$ cat config.mk
export PLATFORM = sky130hd
export DESIGN_NAME = rs485_line_ctrl
export DESIGN_NICKNAME = d
export VERILOG_FILES = /design/src/rtl/rs485_line_ctrl.sv
export SDC_FILE = /design/constraint.sdc
export NUM_CORES = 1
export LEC_CHECK = 0
export CELL_PAD_IN_SITES_DETAIL_PLACEMENT = 0
export CELL_PAD_IN_SITES_GLOBAL_PLACEMENT = 1
export CORE_MARGIN = 4
export CORE_UTILIZATION = 36
export CTS_CLUSTER_SIZE = 16
export DETAILED_ROUTE_END_ITERATION = 8
export MAX_ROUTING_LAYER = met4
export PLACE_DENSITY_LB_ADDON = 0.1
export SLEW_MARGIN = 25
export SYNTH_ARGS = -nofsm -noshare
export SYNTH_HDL_FRONTEND = slang
export SYNTH_SLANG_ARGS = --single-unit
$ cat constraint.sdc
create_clock -name clk -period 1.6 [get_ports clk]
set_input_delay 0.24 -clock clk [delete_from_list [all_inputs] [get_ports clk]]
set_output_delay 0.24 -clock clk [all_outputs]
set_load 0.005 [all_outputs]
$ cat src/rtl/rs485_line_ctrl.sv
`default_nettype none
// ============================================================================
// Module  : rs485_line_ctrl
// Purpose : N-channel half-duplex RS-485 transceiver direction control with
//           guard times, registered line pins and synchronised receive data.
//           Optional echo check: define RS485_ECHO_CHECK_EN.
// Rev     : 1.0  initial release
// ============================================================================
module rs485_line_ctrl #(
  parameter int   CH_NUM     = 22,
  parameter int   PRE_GUARD  = 4,
  parameter int   POST_GUARD = 4,
  parameter logic IDLE_D     = 1'b1
) (
  input  logic              clk,
  input  logic              n_rst,
  input  logic [CH_NUM-1:0] tx_req,
  input  logic [CH_NUM-1:0] tx_d,
  output logic [CH_NUM-1:0] tx_gnt,
  output logic [CH_NUM-1:0] tx_busy,
  input  logic [CH_NUM-1:0] rx_en,
  output logic [CH_NUM-1:0] rx_d,
  input  logic [CH_NUM-1:0] line_r,
  output logic [CH_NUM-1:0] line_d,
  output logic [CH_NUM-1:0] line_nre,
  output logic [CH_NUM-1:0] line_de,
  input  logic [CH_NUM-1:0] echo_clr,
  output logic [CH_NUM-1:0] echo_err
);

  localparam int c_guard_max = (PRE_GUARD > POST_GUARD) ? PRE_GUARD : POST_GUARD;
  localparam int c_cnt_w     = $clog2(c_guard_max + 1);
  localparam logic [c_cnt_w-1:0] c_pre_last  = c_cnt_w'(PRE_GUARD - 1);
  localparam logic [c_cnt_w-1:0] c_post_last = c_cnt_w'(POST_GUARD - 1);

`ifdef RS485_ECHO_CHECK_EN
  localparam logic c_nre_busy = 1'b0;
`else
  localparam logic c_nre_busy = 1'b1;
  logic unused_echo_clr;
  assign unused_echo_clr = ^echo_clr;
`endif

  typedef enum logic [1:0] {
    ST_IDLE = 2'd0,
    ST_PRE  = 2'd1,
    ST_DATA = 2'd2,
    ST_POST = 2'd3
  } state_t;

  for (genvar ch = 0; ch < CH_NUM; ch++) begin : g_ch
    state_t             state_q, state_d;
    logic [c_cnt_w-1:0] cnt_q, cnt_d;
    logic               de_q, de_d;
    logic               d_q, d_d;
    logic               nre_q, nre_d;
    logic               gnt_q, gnt_d;
    logic               sync1_q, sync1_d;
    logic               sync2_q, sync2_d;

    always_comb begin
      state_d = state_q;
      cnt_d   = '0;
      case (state_q)
        ST_IDLE: if (tx_req[ch]) state_d = ST_PRE;
        ST_PRE: begin
          if (!tx_req[ch])              state_d = ST_POST;
          else if (cnt_q == c_pre_last) state_d = ST_DATA;
          else                          cnt_d   = cnt_q + c_cnt_w'(1);
        end
        ST_DATA: if (!tx_req[ch]) state_d = ST_POST;
        ST_POST: begin
          // Re-request during the tail skips the pre-guard: the driver is still on.
          if (tx_req[ch])                state_d = ST_DATA;
          else if (cnt_q == c_post_last) state_d = ST_IDLE;
          else                           cnt_d   = cnt_q + c_cnt_w'(1);
        end
        default: state_d = ST_IDLE;
      endcase

      de_d    = (state_d != ST_IDLE);
      gnt_d   = (state_d == ST_DATA);
      d_d     = (state_q == ST_DATA) ? tx_d[ch] : IDLE_D;
      nre_d   = (state_d == ST_IDLE) ? ~rx_en[ch] : c_nre_busy;
      sync1_d = nre_q ? IDLE_D : line_r[ch];
      sync2_d = nre_q ? IDLE_D : sync1_q;
    end

    always_ff @(posedge clk or negedge n_rst) begin
      if (!n_rst) begin
        state_q <= ST_IDLE;
        cnt_q   <= '0;
        de_q    <= 1'b0;
        d_q     <= IDLE_D;
        nre_q   <= 1'b1;
        gnt_q   <= 1'b0;
        sync1_q <= IDLE_D;
        sync2_q <= IDLE_D;
      end else begin
        state_q <= state_d;
        cnt_q   <= cnt_d;
        de_q    <= de_d;
        d_q     <= d_d;
        nre_q   <= nre_d;
        gnt_q   <= gnt_d;
        sync1_q <= sync1_d;
        sync2_q <= sync2_d;
      end
    end

    assign tx_gnt[ch]   = gnt_q;
    assign tx_busy[ch]  = de_q;
    assign line_de[ch]  = de_q;
    assign line_d[ch]   = d_q;
    assign line_nre[ch] = nre_q;
    assign rx_d[ch]     = sync2_q;

`ifdef RS485_ECHO_CHECK_EN
    // Delay each driven data bit by the two synchroniser stages before comparing.
    logic       vld_q, vld_d;
    logic [1:0] dpipe_q, dpipe_d;
    logic [1:0] vpipe_q, vpipe_d;
    logic       err_q, err_d;

    always_comb begin
      vld_d   = (state_q == ST_DATA);
      dpipe_d = {dpipe_q[0], d_q};
      vpipe_d = {vpipe_q[0], vld_q};
      err_d   = (err_q & ~echo_clr[ch]) | (vpipe_q[1] & (dpipe_q[1] != sync2_q));
    end

    always_ff @(posedge clk or negedge n_rst) begin
      if (!n_rst) begin
        vld_q   <= 1'b0;
        dpipe_q <= {2{IDLE_D}};
        vpipe_q <= 2'b00;
        err_q   <= 1'b0;
      end else begin
        vld_q   <= vld_d;
        dpipe_q <= dpipe_d;
        vpipe_q <= vpipe_d;
        err_q   <= err_d;
      end
    end

    assign echo_err[ch] = err_q;
`else
    assign echo_err[ch] = 1'b0;
`endif
  end

endmodule
`default_nettype wire

==> reports/qor.yml <==
status: "finished, final reports clean"
cts_root_buf: "clkbuf_16"
htree_levels: 1
grt_antenna_before_repair: 0
power-per-cell-area_mw_per_mm2: 1050
grt_usage_pct: 12.0
end_kind: "output pin"
cts_made_buffers: 28
synth_seq_area_share_pct: 58.4
rsz0062_at_grt: "false"
ff2ff_path_depth: 4
place_area_sq_mm: 0.0123
ant_nets: 0
path_cells: "dlygate4sd2_1"
core-area_sq_mm: 0.0288
yosysWarnings: 0
clock_path_buffers: 3
ys_top_cells_by_count: "154 x buf_4, 154 x dfrtp_1, 88 x dfstp_2"
final_max_slew_viol_count: 0
rows: 62
synth_top_area_share_pct: 36.5
yosys.area.top_type: "dfrtp_1"
synth_area_leaders: "dfrtp_1 37%, dfstp_2 22%, buf_4 11%"
cts_sinks: 242
critPathArrivalTime_ns: 1.30
hold_path.class: "in2reg"
max_freq_ghz: 0.648
syn_inst: 894
fillers: 2736
holdCritStartpoint: "rx_en[12]"
synth-seq-cells: 242
viasPerCell: 4.44
drtPass1Iterations: 4
post-route-period-util_pct: 96.5
cp_num_buf_inv: 1
final-hold-violation-count: 0
die_h_microns: 179
worstPathMaxFanout: 3
grt_first_pass_wirelength_mm: 31.0
routed_wl_mm: 19.1
max-cap-violations: 0
synthesis.area_sq_mm: 0.0106
fin_nets: 1142
synthArstFlopShare_pct: 100
cts_tree: "done"
clk_latency_ns: 0.53
setup.worst_path.start_class: "register"
grt_pass1_vias: 6211
ys.flop_type: "dfrtp_1"
synth_edf_count: 0
grt_remaining_overflow: 0
grt_max_degree: 47
critPathKind: "reg2out"
netlist-cell-type-count: 34
ir_drop_mv: 0.595
post-route-drc-count: 0
drt-initial-drc-count: 283
die_w_microns: 179
die_area_sq_mm: 0.0321
syn_avg_cell_area_sq_um: 11.8
crit_family: "flip-flops"
wl_per_cell_microns: 13.5
setup-violations-final: 0
vias: 6278
pin_count: 266
place.gp.congestion: 0.709
min_path_cells: 2
hold_end: "g_ch[12].nre_q"
rrSetupSlack_ns: 0.29
cts.clk_slew.worst_paths_ns: 0.06
fin_crit_ns: 1.54
dp_hpwl_mm: 13.5
slowest_stage: "dfstp_2"
timing.rr.start: "g_ch[0].cnt_q[0]"
n_antenna_cell: 0
start_util_pct: 36.7
area_growth_pct: 23.1
setup-tns-final_ns: 0
worst_path_largest_cell_delay_ns: 0.53
critical_path_required_ns: 1.36
r2r-end: "g_ch[0].state_q[0]"
p_leak_nw: 5.19
fin_skew_ns: 0.0127
port_buffers: 221
drive_above_1_share_pct: 18.4
stdcell_area_sq_mm: 0.0130
[layer usage]
| metal | vias to the layer above | share of wire (%) | track usage, % |
|---|---|---|---|
| met4 | 0 | 1.6 | 2.98 |
| met5 | - | 0 | - |
| met1 | 2988 | 45 | 15.9 |
| met2 | 176 | 45 | 18.1 |
| met3 | 26 | 8.4 | 3.48 |
| li1 | 3088 | - | - |
[power by group]
part / internal, mW / leakage (nW) / switching (mW) / total, mW
clock: 3.60 / 0.432 / 2.40 / 6.01
sequential: 6.42 / 2.73 / 0.178 / 6.60
combinational: 0.541 / 2.03 / 0.477 / 1.02
total: 10.6 / 5.19 / 3.06 / 13.6
[registers in the layout, indices dropped and copies added (netlist names)]
register      count
g_ch.sync1_q     22
g_ch.d_q         22
g_ch.sync2_q     22
g_ch.gnt_q       22
g_ch.state_q     44
g_ch.cnt_q       66
g_ch.nre_q       22
g_ch.de_q        22
[logic make-up (layout without fill, tap and decap cells)]
logic type	count (synthesis)	count (layout)	share of synthesized area, %
xor gates and xnor gates	21	21	1.74
AOI/OAI and AO/OA	110	110	6.97
adders and majority gates	22	22	2.61
other	1	22	0.0355
buffers and inverters	178	293	12.0
DFF	242	242	58.4
and+or+nand+nor	320	320	18.2
[final cells by class]
cell class              count  area [sq um]  area share [%]
clock inverters             4          20.0           0.154
clock buffers              48           857            6.60
well taps                 384           480            3.70
repair buffers            236          2250            17.3
flip-flops and latches    242          6170            47.5
multi-input cells         495          3200            24.6
inverters                   5          18.8           0.144
[worst max-delay path by stage]
stage / from / end / slack, ns / cells after the start
floorplan: g_ch[0].cnt_q[0] / g_ch[0].nre_q / 0.39 / 4
global placement: tx_req[15] / g_ch[15].cnt_q[2] / 0.15 / 4
detailed placement: tx_req[3] / g_ch[3].cnt_q[2] / 0.13 / 4
CTS: g_ch[21].nre_q / line_nre[21] / 0.003 / 1
global route: g_ch[21].nre_q / line_nre[21] / 0.002 / 1
finish: g_ch[6].nre_q / line_nre[6] / 0.06 / 1
[what timing repair did]
action | 4_1_cts | 5_1_grt
hold endpoints to repair | 150 | 0
buffers inserted | 0 | 0
endpoints found under the setup margin | 132 | 6
hold buffers | 1 | 0
resized for setup | 132 | 6
[metrics by stage]
stage	utilization [%]	hold slack [ns]	power (mW)	cells	setup slack [ns]
floorplan	-	-0.0556	7.27	915	0.391
global placement	42.6	0.192	7.81	1361	0.149
detailed placement	42.6	0.197	7.82	1361	0.131
CTS	45.1	0.190	13.9	1414	0.00270
global route	45.1	0.200	14.3	1414	0.00172
finish	45.1	0.216	13.6	1414	0.0559
[placed cells by master, fill, tap and decap left out, types with 20 or more instances in the layout]
cell             instances
clkbuf_16               29
clkdlybuf4s50_1         88
conb_1                  22
dfrtp_1                154
dfstp_2                 88
dlygate4sd2_1          126
ha_1                    22
nand2_1                 67
nand2b_1                39
nand3b_1                21
nand4b_1                21
nor2_1                  36
nor3b_1                 38
o21ai_0                 23
o21ai_1                 20
o31ai_1                 21
or2_2                   44
or3b_1                  20
xor2_1                  21
Note: power is estimated with default switching activity, not from simulation.
==> RTL change 1, RTL diff (same flow settings) <==
Encoding of `state_t`: now one-hot (4 bits for 4 states).
--- a/src/rtl/rs485_line_ctrl.sv
+++ b/src/rtl/rs485_line_ctrl.sv
@@ -43,7 +43,7 @@
 
-  typedef enum logic [1:0] {
-    ST_IDLE = 2'd0,
-    ST_PRE  = 2'd1,
-    ST_DATA = 2'd2,
-    ST_POST = 2'd3
+  typedef enum logic [3:0] {
+    ST_IDLE = 4'b0001,
+    ST_PRE  = 4'b0010,
+    ST_DATA = 4'b0100,
+    ST_POST = 4'b1000
   } state_t;
Formal check against the unedited RTL: same outputs for any inputs over 4 cycles, from zero or initial values and one cycle with n_rst low; so few cycles prove little.
==> RTL change 1 against the original RTL <==
Largest cell class unchanged; maximum frequency about the same; final cell count increased by 42%; worst hold slack got worse by 14 ps; setup slack hardly changed; synthesized area is 35% higher; critical path depth unchanged; sequential cell count increased by 44; power rose by 87%; final area rose by 32%; routed wire length increased by 44%.
==> RTL change 1: results <==
# TYPE chip_impl_metric gauge
chip_impl_info{name="r2r_start",value="g_ch[1].state_q[3]"} 1
chip_impl_metric{name="fillers",unit=""} 3750
chip_impl_metric{name="synth.yosys.seq_area_share",unit="%"} 51.3
chip_impl_metric{name="signal_buffers",unit=""} 269
chip_impl_metric{name="power.ir.vdd_worst",unit="mV"} 0.879
chip_impl_info{name="holdPathEnd",value="g_ch[18].nre_q"} 1
chip_impl_metric{name="worst_slack_placed",unit="ps"} -46.1
chip_impl_metric{name="final_min_period_over_clock_period",unit="%"} 96.5
chip_impl_metric{name="grt_pass1_vias",unit=""} 9170
chip_impl_metric{name="dp.final_hpwl",unit="µm"} 19200
chip_impl_metric{name="seq_area_share",unit="%"} 42.6
chip_impl_info{name="synth_common_cells",value="176 x sky130_fd_sc_hd__dfrtp_1, 165 x sky130_fd_sc_hd__buf_4, 110 x sky130_fd_sc_hd__dfstp_2"} 1
chip_impl_metric{name="count_of_instances_resized_after_the_clock_tree_is_built",unit=""} 139
chip_impl_metric{name="drt_wl_total",unit="µm"} 27500
chip_impl_metric{name="static-leakage-power",unit="µW"} 0.00755
chip_impl_metric{name="cts_inserted_buffers",unit=""} 36
chip_impl_metric{name="post-cts-setup-buffers",unit=""} 2
chip_impl_metric{name="synth-compound-area-share",unit="%"} 7.36
chip_impl_metric{name="multi_input_area_share",unit="%"} 31.4
chip_impl_info{name="biggestRegsByFlops",value="g_ch.state_q: 88 flops, g_ch.cnt_q: 66 flops"} 1
chip_impl_metric{name="die_width",unit="µm"} 207
chip_impl_metric{name="synthMuxAreaShare",unit="%"} 1.21
chip_impl_metric{name="met2_usage",unit="%"} 19.7
chip_impl_metric{name="wl_met2",unit="µm"} 12300
chip_impl_metric{name="flops_and_latches",unit=""} 286
chip_impl_info{name="launching_instance_or_port_of_the_critical_path",value="g_ch[12].nre_q"} 1
chip_impl_metric{name="nonClkBufAreaFrac",unit="%"} 14.4
chip_impl_metric{name="grt_pass1_wl",unit="µm"} 45700
chip_impl_info{name="status",value="finished clean"} 1
chip_impl_metric{name="m1WireLength",unit="µm"} 13200
chip_impl_metric{name="drt_first_iter_violations",unit=""} 404
chip_impl_metric{name="met3_wl",unit="µm"} 1390
chip_impl_info{name="cp-endpoint",value="line_nre[12]"} 1
chip_impl_info{name="hold_path.startpoint",value="rx_en[18]"} 1
chip_impl_metric{name="weighted_congestion_reported_at_the_end_of_routability_driven_placement",unit=""} 0.777
## RTL change 1: cell count changes in the layout (fill, tap and decap cells not counted), sizes merged, moves of 21 or more
| cell | delta |
|---|---|
| a21oi | +48 |
| and3b | +39 |
| buf | +33 |
| dfrtp | +22 |
| dfstp | +22 |
| inv | +37 |
| nand4b | -21 |
| nor2 | +33 |
| nor2b | +59 |
| nor3 | +76 |
| or3 | +30 |
## RTL change 1: through the flow
step	util [%]	instance area, µm²	power (µW)	setup TNS (ps)	cells
2_1_floorplan	-	14300	16100	0	1370
3_3_place_gp	41.4	16100	18200	-81.1	1934
3_5_place_dp	41.4	16100	18300	-163	1934
4_1_cts	44.1	17100	26000	0	2001
5_1_grt	44.1	17100	27400	0	2001
6_report	44.1	17100	25500	0	2001
## RTL change 1: power breakdown
part           switching (µW)  leakage (µW)  total (µW)  internal (µW)
clock                    3020      0.000580        8020           5000
sequential               1720       0.00355       11000           9240
combinational            2870       0.00342        6500           3640
total                    7610       0.00755       25500          17900
==> RTL change 2, RTL diff (config.mk and constraints unchanged) <==
Without the edit above. Build with the macro `RS485_ECHO_CHECK_EN` defined.
--- a/src/rtl/rs485_line_ctrl.sv
+++ b/src/rtl/rs485_line_ctrl.sv
@@ -8,2 +8,4 @@
 // ============================================================================
+`define RS485_ECHO_CHECK_EN
+
 module rs485_line_ctrl #(
Formal check against the unedited RTL: not equivalent (a bounded check fails within 4 cycles, from zero or initial values and one cycle with n_rst low).
==> RTL change 2 against the original RTL <==
Power is 64% higher; highest routed layer unchanged; synthesized area rose by 40%; critical path type unchanged; final area up 41%; count of clock-buffer cells in the layout grew 22; clock skew decreased by 4.8 ps; global-route usage up 0.50 points; routed wire length rose by 38%; sequential cell count up 132; setup slack about the same; worst hold slack worse by 82 ps.
==> RTL change 2: results <==
# TYPE chip_impl_metric gauge
chip_impl_metric{name="met2_usage",unit="%"} 18.3
chip_impl_metric{name="final.hold.worst_slack",unit="ps"} 134
chip_impl_metric{name="post-cts-setup-buffers",unit=""} 5
chip_impl_info{name="r2r_start",value="g_ch[1].cnt_q[0]"} 1
chip_impl_metric{name="synthXorXnorAreaFrac",unit="%"} 2.55
chip_impl_metric{name="dp.final_hpwl",unit="µm"} 18800
chip_impl_metric{name="drt_first_iter_violations",unit=""} 398
chip_impl_metric{name="grt_antenna_before_repair",unit=""} 1
chip_impl_info{name="worstHoldPathType",value="in2async"} 1
chip_impl_metric{name="power.ir.vdd_worst",unit="mV"} 0.682
chip_impl_metric{name="use_met1",unit="%"} 16.5
chip_impl_metric{name="grt_pass1_vias",unit=""} 8557
chip_impl_info{name="status",value="finished clean"} 1
chip_impl_metric{name="gr-usage-all-layers",unit="%"} 12.5
chip_impl_metric{name="synth-compound-area-share",unit="%"} 5.24
chip_impl_metric{name="design.final.nets",unit=""} 1442
chip_impl_metric{name="met3_wl",unit="µm"} 1800
chip_impl_metric{name="grt_pass1_wl",unit="µm"} 43900
chip_impl_metric{name="p_comb_share",unit="%"} 9.2
chip_impl_metric{name="clock-skew-final",unit="ps"} 7.94
chip_impl_metric{name="ctsHtreeMaxLevel",unit=""} 2
chip_impl_metric{name="cts_inserted_buffers",unit=""} 43
chip_impl_metric{name="use_met3",unit="%"} 3.50
chip_impl_info{name="launching_instance_or_port_of_the_critical_path",value="g_ch[8].d_q"} 1
chip_impl_metric{name="netlist-cell-type-count",unit=""} 40
RTL change 2: area by class of cell:
class / instances / area (µm²)
Multi-Input combinational cell: 555 / 3740
Clock buffer: 70 / 1280
Tap cell: 525 / 657
Clock inverter: 8 / 68.8
Inverter: 42 / 158
Timing Repair Buffer: 292 / 2830
Sequential cell: 374 / 9520
Fill cell: 3743 / 21800
Antenna cell: 1 / 2.50
RTL change 2: metrics by stage:
step / util, % / instances / total power [µW] / instance area (µm²) / setup WS [ps]
5_1_grt: 45.5 / 1867 / 23600 / 18300 / 0.195
6_report: 45.5 / 1867 / 22400 / 18300 / 56.2
4_1_cts: 45.5 / 1865 / 22900 / 18300 / 0.692
3_5_place_dp: 42.4 / 1781 / 13600 / 17000 / 129
3_3_place_gp: 42.4 / 1781 / 13500 / 17000 / 155
2_1_floorplan: - / 1159 / 12500 / 14800 / 395
